**config.mk**
```make
export PLATFORM = sky130hd
export DESIGN_NAME = synapse_row_reader
export DESIGN_NICKNAME = d
export VERILOG_FILES = /design/src/rtl/rdr_pkg.sv /design/src/rtl/rdr_fifo.sv /design/src/rtl/synapse_row_reader.sv
export SDC_FILE = /design/constraint.sdc
export NUM_CORES = 1
export LEC_CHECK = 0
export BUFFER_PORTS_ARGS = -buffer_cell sky130_fd_sc_hd__buf_2
export CORE_ASPECT_RATIO = 1.2
export CORE_UTILIZATION = 50
export DETAILED_ROUTE_END_ITERATION = 10
export PLACE_DENSITY = 0.73
export SLEW_MARGIN = 10
export SYNTH_ARGS = -nofsm -noshare
export SYNTH_HDL_FRONTEND = slang
export SYNTH_SLANG_ARGS = --single-unit
```
**constraint.sdc**
```tcl
create_clock -name CLK -period 3.66 [get_ports CLK]
set_input_delay 0.366 -clock CLK [delete_from_list [all_inputs] [get_ports CLK]]
set_output_delay 0.366 -clock CLK [all_outputs]
set_load 0.1 [all_outputs]
```
**src/rtl/rdr_pkg.sv**
```systemverilog
// Shared definitions for the synapse row reader: state encoding, default sizes
// and the occupancy counter width.
package rdr_pkg;

    localparam int DEF_AW         = 8;
    localparam int DEF_DW         = 32;
    localparam int DEF_FIFO_DEPTH = 3;
    localparam int OCC_W          = 2;

    typedef enum logic [1:0] {
        ST_IDLE  = 2'd0,
        ST_READ  = 2'd1,
        ST_DRAIN = 2'd2
    } rdr_state_t;

endpackage

```
**src/rtl/rdr_fifo.sv**
```systemverilog
// Small synchronous FIFO carrying one RAM word plus its end-of-burst flag.
// Output is driven straight from storage and forced to zero while empty.
module rdr_fifo
    import rdr_pkg::*;
#(
    parameter int DEPTH = DEF_FIFO_DEPTH,
    parameter int W     = DEF_DW + 1
) (
    input  logic             CLK,
    input  logic             RST,
    input  logic             push,
    input  logic [W-1:0]     push_data,
    input  logic             pop,
    output logic [W-1:0]     pop_data,
    output logic [OCC_W-1:0] count,
    output logic             not_empty
);

    logic [W-1:0]     mem [DEPTH];
    logic [OCC_W-1:0] wr_ptr;
    logic [OCC_W-1:0] rd_ptr;
    logic             do_pop;

    function automatic logic [OCC_W-1:0] next_ptr(input logic [OCC_W-1:0] p);
        return (p == OCC_W'(DEPTH - 1)) ? '0 : p + OCC_W'(1);
    endfunction

    assign not_empty = (count != '0);
    assign do_pop    = pop && not_empty;
    assign pop_data  = not_empty ? mem[rd_ptr] : '0;

    always_ff @(posedge CLK) begin
        if (push) begin
            mem[wr_ptr] <= push_data;
        end
    end

    always_ff @(posedge CLK) begin
        if (RST) begin
            wr_ptr <= '0;
            rd_ptr <= '0;
            count  <= '0;
        end else begin
            if (push) begin
                wr_ptr <= next_ptr(wr_ptr);
            end
            if (do_pop) begin
                rd_ptr <= next_ptr(rd_ptr);
            end
            if (push && !do_pop) begin
                count <= count + OCC_W'(1);
            end else if (do_pop && !push) begin
                count <= count - OCC_W'(1);
            end
        end
    end

endmodule

```
**src/rtl/synapse_row_reader.sv**
```systemverilog
// Burst read initiator for one DFFRAM256x32 port, streaming words out over valid/ready.
// Define SYNAPSE_READER_BURST_WRAP_EN to let bursts wrap from address 255 to 0.
module synapse_row_reader
    import rdr_pkg::*;
#(
    parameter int AW         = DEF_AW,
    parameter int DW         = DEF_DW,
    parameter int FIFO_DEPTH = DEF_FIFO_DEPTH
) (
    input  logic          CLK,
    input  logic          RST,
    input  logic          start,
    input  logic [AW-1:0] base_addr,
    input  logic [AW:0]   len,
    output logic          busy,
    output logic          done,
    output logic          err,
    output logic          ram_en,
    output logic [3:0]    ram_we,
    output logic [AW-1:0] ram_a,
    input  logic [DW-1:0] ram_do,
    output logic          m_valid,
    input  logic          m_ready,
    output logic [DW-1:0] m_data,
    output logic          m_last,
    output logic [1:0]    dbg_state
);

    rdr_state_t       state_q, state_d;
    logic [AW-1:0]    addr_q;
    logic [AW:0]      rem_q;
    logic             inflight_q;
    logic             inflight_last_q;
    logic             err_q;

    logic             accept;
    logic             reject;
    logic             issue;
    logic             drained;
    logic             range_bad;
    logic             has_room;
    logic [OCC_W-1:0] occ;
    logic [OCC_W:0]   pending;
    logic             fifo_nonempty;
    logic [DW:0]      fifo_out;

`ifdef SYNAPSE_READER_BURST_WRAP_EN
    assign range_bad = 1'b0;
`else
    logic [AW+1:0] end_addr;
    assign end_addr  = {2'b00, base_addr} + {1'b0, len};
    // Anything past 2**AW words would wrap the address.
    assign range_bad = end_addr[AW+1] || (end_addr[AW] && (end_addr[AW-1:0] != '0));
`endif

    // Occupancy is taken before this cycle's pop, so a word still in the RAM
    // pipeline always finds a free slot when it lands.
    assign pending  = {1'b0, occ} + {{OCC_W{1'b0}}, inflight_q};
    assign has_room = (pending < (OCC_W + 1)'(FIFO_DEPTH));

    always_comb begin
        state_d = state_q;
        accept  = 1'b0;
        reject  = 1'b0;
        issue   = 1'b0;
        drained = 1'b0;
        case (state_q)
            ST_IDLE: begin
                if (start) begin
                    if ((len == '0) || range_bad) begin
                        reject = 1'b1;
                    end else begin
                        accept  = 1'b1;
                        state_d = ST_READ;
                    end
                end
            end
            ST_READ: begin
                if (rem_q == '0) begin
                    state_d = ST_DRAIN;
                end else begin
                    issue = has_room;
                end
            end
            ST_DRAIN: begin
                if (!fifo_nonempty && !inflight_q) begin
                    drained = 1'b1;
                    state_d = ST_IDLE;
                end
            end
            default: state_d = ST_IDLE;
        endcase
    end

    always_ff @(posedge CLK) begin
        if (RST) begin
            state_q         <= ST_IDLE;
            addr_q          <= '0;
            rem_q           <= '0;
            inflight_q      <= 1'b0;
            inflight_last_q <= 1'b0;
            err_q           <= 1'b0;
        end else begin
            state_q         <= state_d;
            err_q           <= reject;
            inflight_q      <= issue;
            inflight_last_q <= issue && (rem_q == (AW + 1)'(1));
            if (accept) begin
                addr_q <= base_addr;
                rem_q  <= len;
            end else if (issue) begin
                addr_q <= addr_q + AW'(1);
                rem_q  <= rem_q - (AW + 1)'(1);
            end
        end
    end

    // Stream: a word moves on m_valid && m_ready; while stalled the head entry
    // is held unchanged and m_valid stays high until it is taken.
    rdr_fifo #(
        .DEPTH (FIFO_DEPTH),
        .W     (DW + 1)
    ) u_fifo (
        .CLK       (CLK),
        .RST       (RST),
        .push      (inflight_q),
        .push_data ({inflight_last_q, ram_do}),
        .pop       (m_ready),
        .pop_data  (fifo_out),
        .count     (occ),
        .not_empty (fifo_nonempty)
    );

    assign busy      = (state_q == ST_READ) || ((state_q == ST_DRAIN) && !drained);
    assign done      = drained;
    assign err       = err_q;
    assign ram_en    = issue;
    assign ram_we    = 4'b0000;
    assign ram_a     = addr_q;
    assign m_valid   = fifo_nonempty;
    assign m_data    = fifo_out[DW-1:0];
    assign m_last    = fifo_out[DW];
    assign dbg_state = state_q;

endmodule

```
==> results of run 1 <==
-- cell families after synthesis --
family | after synthesis | synth area share, %
AOI/OAI and AO/OA | 94 | 11.5
xor gates and xnor gates | 19 | 2.82
other | 1 | 0.0635
muxes | 34 | 5.76
DFF | 129 | 60.5
and+or+nand+nor | 165 | 13.2
adders and majority gates | 15 | 3.31
buffers and inverters | 37 | 2.90
-- worst paths after layout --
path | from | endpoint | depth (start not counted)
max | inflight_q | ram_en | 7
min | ram_do[14] | u_fifo.mem[2][14] | 1
max reg2reg | inflight_q | ram_a[5] | 10
min reg2reg | inflight_last_q | u_fifo.mem[0][32] | 0
-- layout make-up --
type	instances	area share, %
Timing Repair Buffer	107	7.72
Sequential cell	129	49.9
Clock buffer	17	5.94
Antenna cell	1	0.0349
Inverter	13	0.681
Multi-Input combinational cell	331	30.7
Clock inverter	15	2.24
Tap cell	157	2.74
-- report_power, final --
part	total (mW)	internal [mW]	leakage (nW)	switching (mW)
clock	1.63	1.01	0.286	0.622
sequential	1.75	1.65	1.14	0.0987
combinational	2.40	0.453	1.34	1.95
-- sequential cells by signal, indices dropped and copies added, names as in the netlist, named ones only --
register         flops
ram_a                8
u_fifo.wr_ptr        2
u_fifo.rd_ptr        2
u_fifo.count         2
u_fifo.mem          99
err                  1
inflight_q           1
inflight_last_q      1
dbg_state            2
rem_q                9
-- routing by layer --
| metal | share of wire [%] | global-route usage (%) | up-vias |
|---|---|---|---|
| met1 | 41 | 22.0 | 1944 |
| met3 | 4.0 | 4.55 | 8 |
| met2 | 54 | 37.2 | 101 |
| met4 | 0.92 | 7.61 | 0 |
| met5 | 0 | 0 | - |
| li1 | - | - | 2018 |
-- worst max-delay path, stage by stage, from the launching register on --
cell	delay (ns)
dfxtp_1	0.46
ha_1	0.20
ha_1	0.22
a21oi_1	0.23
o311ai_4	0.19
clkinv_1	0.08
buf_4	0.24
buf_2	0.47
-- stage by stage --
stage	std cells	instance area [um^2]
6_report	770	7160
5_1_grt	769	7160
4_1_cts	769	7160
3_5_place_dp	737	6570
3_3_place_gp	737	6570
2_1_floorplan	497	5920
-- cells in the final DEF (no fill, tap or decap), types with 3 or more instances in the layout --
| master | count |
|---|---|
| buf_2 | 100 |
| edfxtp_1 | 99 |
| nor2_1 | 87 |
| a21oi_1 | 47 |
| mux2i_1 | 34 |
| dfxtp_1 | 28 |
| nand2_1 | 23 |
| clkbuf_16 | 17 |
| ha_1 | 14 |
| inv_1 | 12 |
| xor2_1 | 11 |
| nor3_2 | 9 |
| a211oi_2 | 9 |
| nor3_1 | 8 |
| xnor2_1 | 8 |
| nand3_1 | 7 |
| o21ai_0 | 7 |
| buf_4 | 7 |
| nand4_1 | 5 |
| a211oi_1 | 5 |
| clkinv_4 | 5 |
| nand2b_1 | 4 |
| conb_1 | 4 |
| inv_6 | 4 |
| nor2b_1 | 3 |
| a311oi_1 | 3 |
| o211a_1 | 3 |
| and3_1 | 3 |
==> results.md, run 1 <==
* Total Routing Usage GR at 20.1%
* Synth warnings at 0
* Synth area leader: edfxtp_1
* WL/cell at 15.6 um
* CTS Hold Buffers Added at 0
* Clk_lat worst skew at 0.40 ns
* Filler Cell Count at 950
* Slew Limit Headroom at 30.5%
* Initial antenna violation count at 1
* Post-detailed-route count of antenna-violating nets at 0
* Hold WS at 0.156 ns
* Clock-pin slew on the worst setup and hold paths at 0.06 ns
* Setup crit end kind: primary output
* Outcome: complete, no violations
* Vias at 4,071
* Worst slack, placed at 0.522 ns
* I/O Buffers at 100
* CP max FO at 18
* Max IR drop VDD at 409 uV
* Cell area power density at 807 nW/um^2
* Post-CTS Setup Inserts at 0
* Final Critical Period at 2.87 ns
* Final hold viol count at 0
* Dpl hpwl at 7.93 mm
* TritonRoute pass-1 iters at 4
* CTS Sinks at 129
* Final setup vio count at 0
* Gpl congestion at 0.864
* DRT iter0 DRCs at 160
* Slew @ Worst Pin at 1.04 ns
* Synth top area share at 50.3%
* Post-Syn Instances at 494
* Share of synthesized registers carrying an async set or reset at 0%
* Count leader, synth: edfxtp_1
* CTS H-Tree Depth at 4
* Multi-input logic area at 2200 um^2
* Residual DRC at 0
* Routed WL at 12.0 mm
* Io pins at 105
* Count of cell types in the netlist at 55
* Layout area overhead at 21.3%
* Worst setup SP type: register
* Synth Area per Inst at 12.0 um^2
* Post-DR vias/cell at 5.29
* Pins Over Slew Limit at 0
* CTS buffer count at 17
* Synth top area cells: edfxtp_1 (50%), dfxtp_1 (10%), mux2i_1 (5.8%)
* Initial Util at 51.3%
* Die ar. at 12,200 um^2
* First-pass GRT wire length at 18.6 mm
* Total of max-cap violations at 0
* Final net count at 667
* RSZ-0062 raised after global routing: false
* Synthesized area at 5900 um^2
* Reg area at 3580 um^2
* Final WS setup at 0.795 ns
* Register area share after synthesis at 60.5%
* Root buf cell: clkbuf_16
* Share of cells above drive strength 1 at 28.1%
* Final worst-path cycle share at 78.3%
* Die width at 101 um
* CTS tree: built
* Grt ovf at 0
* PostCTS Resize Cnt at 0
* Setup TNS at 0 ns
* Row count at 43
* Crit path kind: register to primary output
* CP required at 3.29 ns
* Vias in the first global route at 4,040
* Leakage power at 2.76 nW
* Number of synthesized flops with an enable pin at 99
* Clock Path Buffers at 2
* R2R Setup Slk at 1.29 ns
* Power Total at 5.78 mW
* Largest net degree at the start of global routing at 67
* Post-layout util at 62.2%
* Core Region at 11,500 um^2
* Final Skew at 0.00976 ns
* Main synth FF type: edfxtp_1
* Hold crit path type: input pin to register
* Max Clk Rate at 349 MHz
* Synth top cells by count: edfxtp_1 (99), nor2_1 (90), a21oi_1 (47)
* Register bit total from synthesis at 129
* Die H at 121 um
* Critical path arrival at 2.50 ns
Note: power is estimated with default switching activity, not from simulation.
==> inputs of run 2 (changes only) <==
--- a/config.mk
+++ b/config.mk
@@ -5,11 +5,12 @@
 export SDC_FILE = /design/constraint.sdc
 export NUM_CORES = 1
 export LEC_CHECK = 0
+export ABC_AREA = 1
 export BUFFER_PORTS_ARGS = -buffer_cell sky130_fd_sc_hd__buf_2
 export CORE_ASPECT_RATIO = 1.2
 export CORE_UTILIZATION = 50
 export DETAILED_ROUTE_END_ITERATION = 10
-export PLACE_DENSITY = 0.73
+export PLACE_DENSITY = 0.72
 export SLEW_MARGIN = 10
 export SYNTH_ARGS = -nofsm -noshare
 export SYNTH_HDL_FRONTEND = slang
==> constraint.sdc (replaced) <==
create_clock -name CLK -period 2.7 [get_ports CLK]
set_input_delay 0.27 -clock CLK [delete_from_list [all_inputs] [get_ports CLK]]
set_output_delay 0.27 -clock CLK [all_outputs]
set_load 0.1 [all_outputs]
==> run 2 against run 1 <==
Power is 41% higher. Design area up 5.1%. Flip-flop and latch count unchanged. Die area rose by 4.7%. Combinational power is 40% higher. Count of clock-buffer cells in the layout is 1 higher. Clock skew grew 0.00059 ns. Area after synthesis rose by 4.8%. First-iteration DRC count is 25% higher. Critical endpoint unchanged. Highest routed layer unchanged.
==> results.md, run 2 <==
* Outcome: complete, no violations
* Post-detailed-route count of antenna-violating nets at 0
* Main synth FF type: edfxtp_1
* Post-DR vias/cell at 5.03
* Crit path kind: register to primary output
* Synth top area share at 48.0%
* Post-CTS Setup Inserts at 0
* Leakage power at 3.52 nW
* Slew @ Worst Pin at 0.602 ns
* Synth Area per Inst at 9.97 um^2
* Total Routing Usage GR at 20.9%
* Row count at 44
* Root buf cell: clkbuf_16
* Dpl hpwl at 8.61 mm
* PostCTS Resize Cnt at 0
* Hold WS at 0.0548 ns
* I/O Buffers at 100
* Register bit total from synthesis at 129
* Critical path arrival at 2.24 ns
* Post-Syn Instances at 621
* Clock Path Buffers at 2
* Vias in the first global route at 4,423
* Routed WL at 13.0 mm
* Worst setup SP type: register
* Largest register by flop count: u_fifo.mem
* Share of synthesized registers carrying an async set or reset at 0%
* Number of synthesized flops with an enable pin at 99
* Synthesized area at 6190 um^2
* CTS Hold Buffers Added at 0
* Max IR drop VDD at 650 uV
* Clk_lat worst skew at 0.42 ns
* CTS buffer count at 17
* Total of max-cap violations at 0
* Grt ovf at 0
* TritonRoute pass-1 iters at 5
* Fin area at 7530 um^2
* Count leader, synth: inv_1
* Final Skew at 0.0103 ns
* Synth warnings at 0
* Core Region at 12,100 um^2
* Hold crit path type: input pin to register
* Synth top area cells: edfxtp_1 (48%), dfxtp_1 (9.7%), inv_1 (7.1%)
* First-pass GRT wire length at 20.6 mm
* Vias at 4,536
* Worst Hold Path Cells at 1
* R2R Setup Slk at 0.67 ns
* CP max FO at 16
* Gpl congestion at 0.881
* Final net count at 794
* CTS Sinks at 129
* Share of cells above drive strength 1 at 25.3%
* Cell area power density at 1090 nW/um^2
* Initial Util at 51.3%
* Die H at 124 um
* Commonest non-fill, non-tap cells in the layout: inv_1 (117), buf_2 (99), edfxtp_1 (99)
* Worst hold path endpoint: u_fifo.mem[2][29]
* Synth top cells by count: inv_1 (117), edfxtp_1 (99), nand2_1 (86)
* WL/cell at 14.4 um
* Hold Path Origin: ram_do[29]
* Pins Over Slew Limit at 0
* Clock-pin slew on the worst setup and hold paths at 0.06 ns
* Power Total at 8.17 mW
* Die ar. at 12,800 um^2
* Leading cell type in the layout, fill and taps excluded: inv_1
* Reg2reg end: u_fifo.count[1]
* Count of cell types in the netlist at 35
* Placed cell area at 6880 um^2
* Final worst-path cycle share at 92.8%
* Final hold viol count at 0
* Largest net degree at the start of global routing at 67
* Synth area leader: edfxtp_1
* Final Critical Period at 2.51 ns
* Register area share after synthesis at 57.7%
* Max Clk Rate at 399 MHz
* Post-layout util at 62.4%
* Largest register FFs at 99
* Initial antenna violation count at 1
* Worst R2R Path Depth at 9
* DRT iter0 DRCs at 200
* Layout area overhead at 21.6%
* CTS H-Tree Depth at 4
* CP required at 2.43 ns
* RSZ-0062 raised after global routing: false
* CTS tree: built
* Final setup vio count at 0
* Io pins at 105
* Residual DRC at 0
* Slew Limit Headroom at 59.8%
* Die width at 104 um
* Setup crit end kind: primary output
* Worst reg2reg path startpoint: u_fifo.count[0]
==> run 2: changes by cell type in the layout (fill, tap and decap cells not counted), sizes merged, moves of 9 or more <==
cell	delta
nand4	+14
nand2	+63
nor3	-10
mux2i	-34
inv	+104
nand3	+18
nor2	-49
mux2	+33
o21ai	+29
a211oi	-13
a21oi	+9
==> run 2: final cells by class <==
| class | instances | area (um^2) |
|---|---|---|
| diodes | 1 | 2.50 |
| clock buffers | 18 | 429 |
| clock inverters | 14 | 211 |
| fillers | 978 | 4530 |
| inverters | 118 | 443 |
| multi-input cells | 349 | 2080 |
| flip-flops and latches | 129 | 3580 |
| well taps | 161 | 201 |
| repair buffers | 111 | 586 |
==> run 2: cell families (layout without fill, tap and decap cells) <==
kind of cell,count (synthesis),count (layout),share of synthesized area [%]
AO/OA/AOI/OAI,96,96,8.09
XOR/XNOR,14,14,1.98
adder cells (fa/ha/maj),15,15,3.15
buffers and inverters,146,261,9.36
flip-flops,129,129,57.7
multiplexers,33,33,6.00
other,1,5,0.0606
AND/OR/NAND/NOR,187,187,13.6
==> run 2: critical path: stages (launching register included) <==
cell,delay (ns)
dfxtp_1,0.35
inv_1,0.09
ha_1,0.25
nand2_1,0.13
nor2_1,0.07
a21oi_1,0.21
nand2_1,0.11
inv_2,0.25
buf_4,0.35
==> run 2: layer usage <==
metal | GRT usage (%) | routed length (um) | vias to the layer above
met1 | 23.7 | 5400 | 2116
met4 | 9.06 | 283 | 0
met2 | 37.7 | 6720 | 119
li1 | - | - | 2276
met3 | 5.29 | 580 | 25
met5 | 0 | 0 | -
==> run 2: metrics by stage <==
| step | setup TNS (ns) | std cells | setup WS [ns] |
|---|---|---|---|
| floorplan | -0.460 | 624 | -0.460 |
| global route | 0 | 900 | 0.00245 |
| finish | 0 | 901 | 0.193 |
| CTS | 0 | 900 | 0.0575 |
| detailed placement | 0 | 868 | 0.261 |
| global placement | 0 | 868 | 0.336 |
==> run 2: power by group <==
group / switching [mW] / internal [mW]
registers: 0.0844 / 2.26
clock network: 0.832 / 1.63
logic: 2.67 / 0.691
==> run 2: worst max-delay path by stage <==
stage	start	to	cells past startpoint
after floorplan	dbg_state[1]	done	2
after detailed placement	len[0]	rem_q[2]	18
after global placement	len[0]	ram_a[1]	18
after global routing	rem_q[0]	ram_en	8
final	rem_q[0]	ram_en	8
after CTS	rem_q[0]	ram_en	8
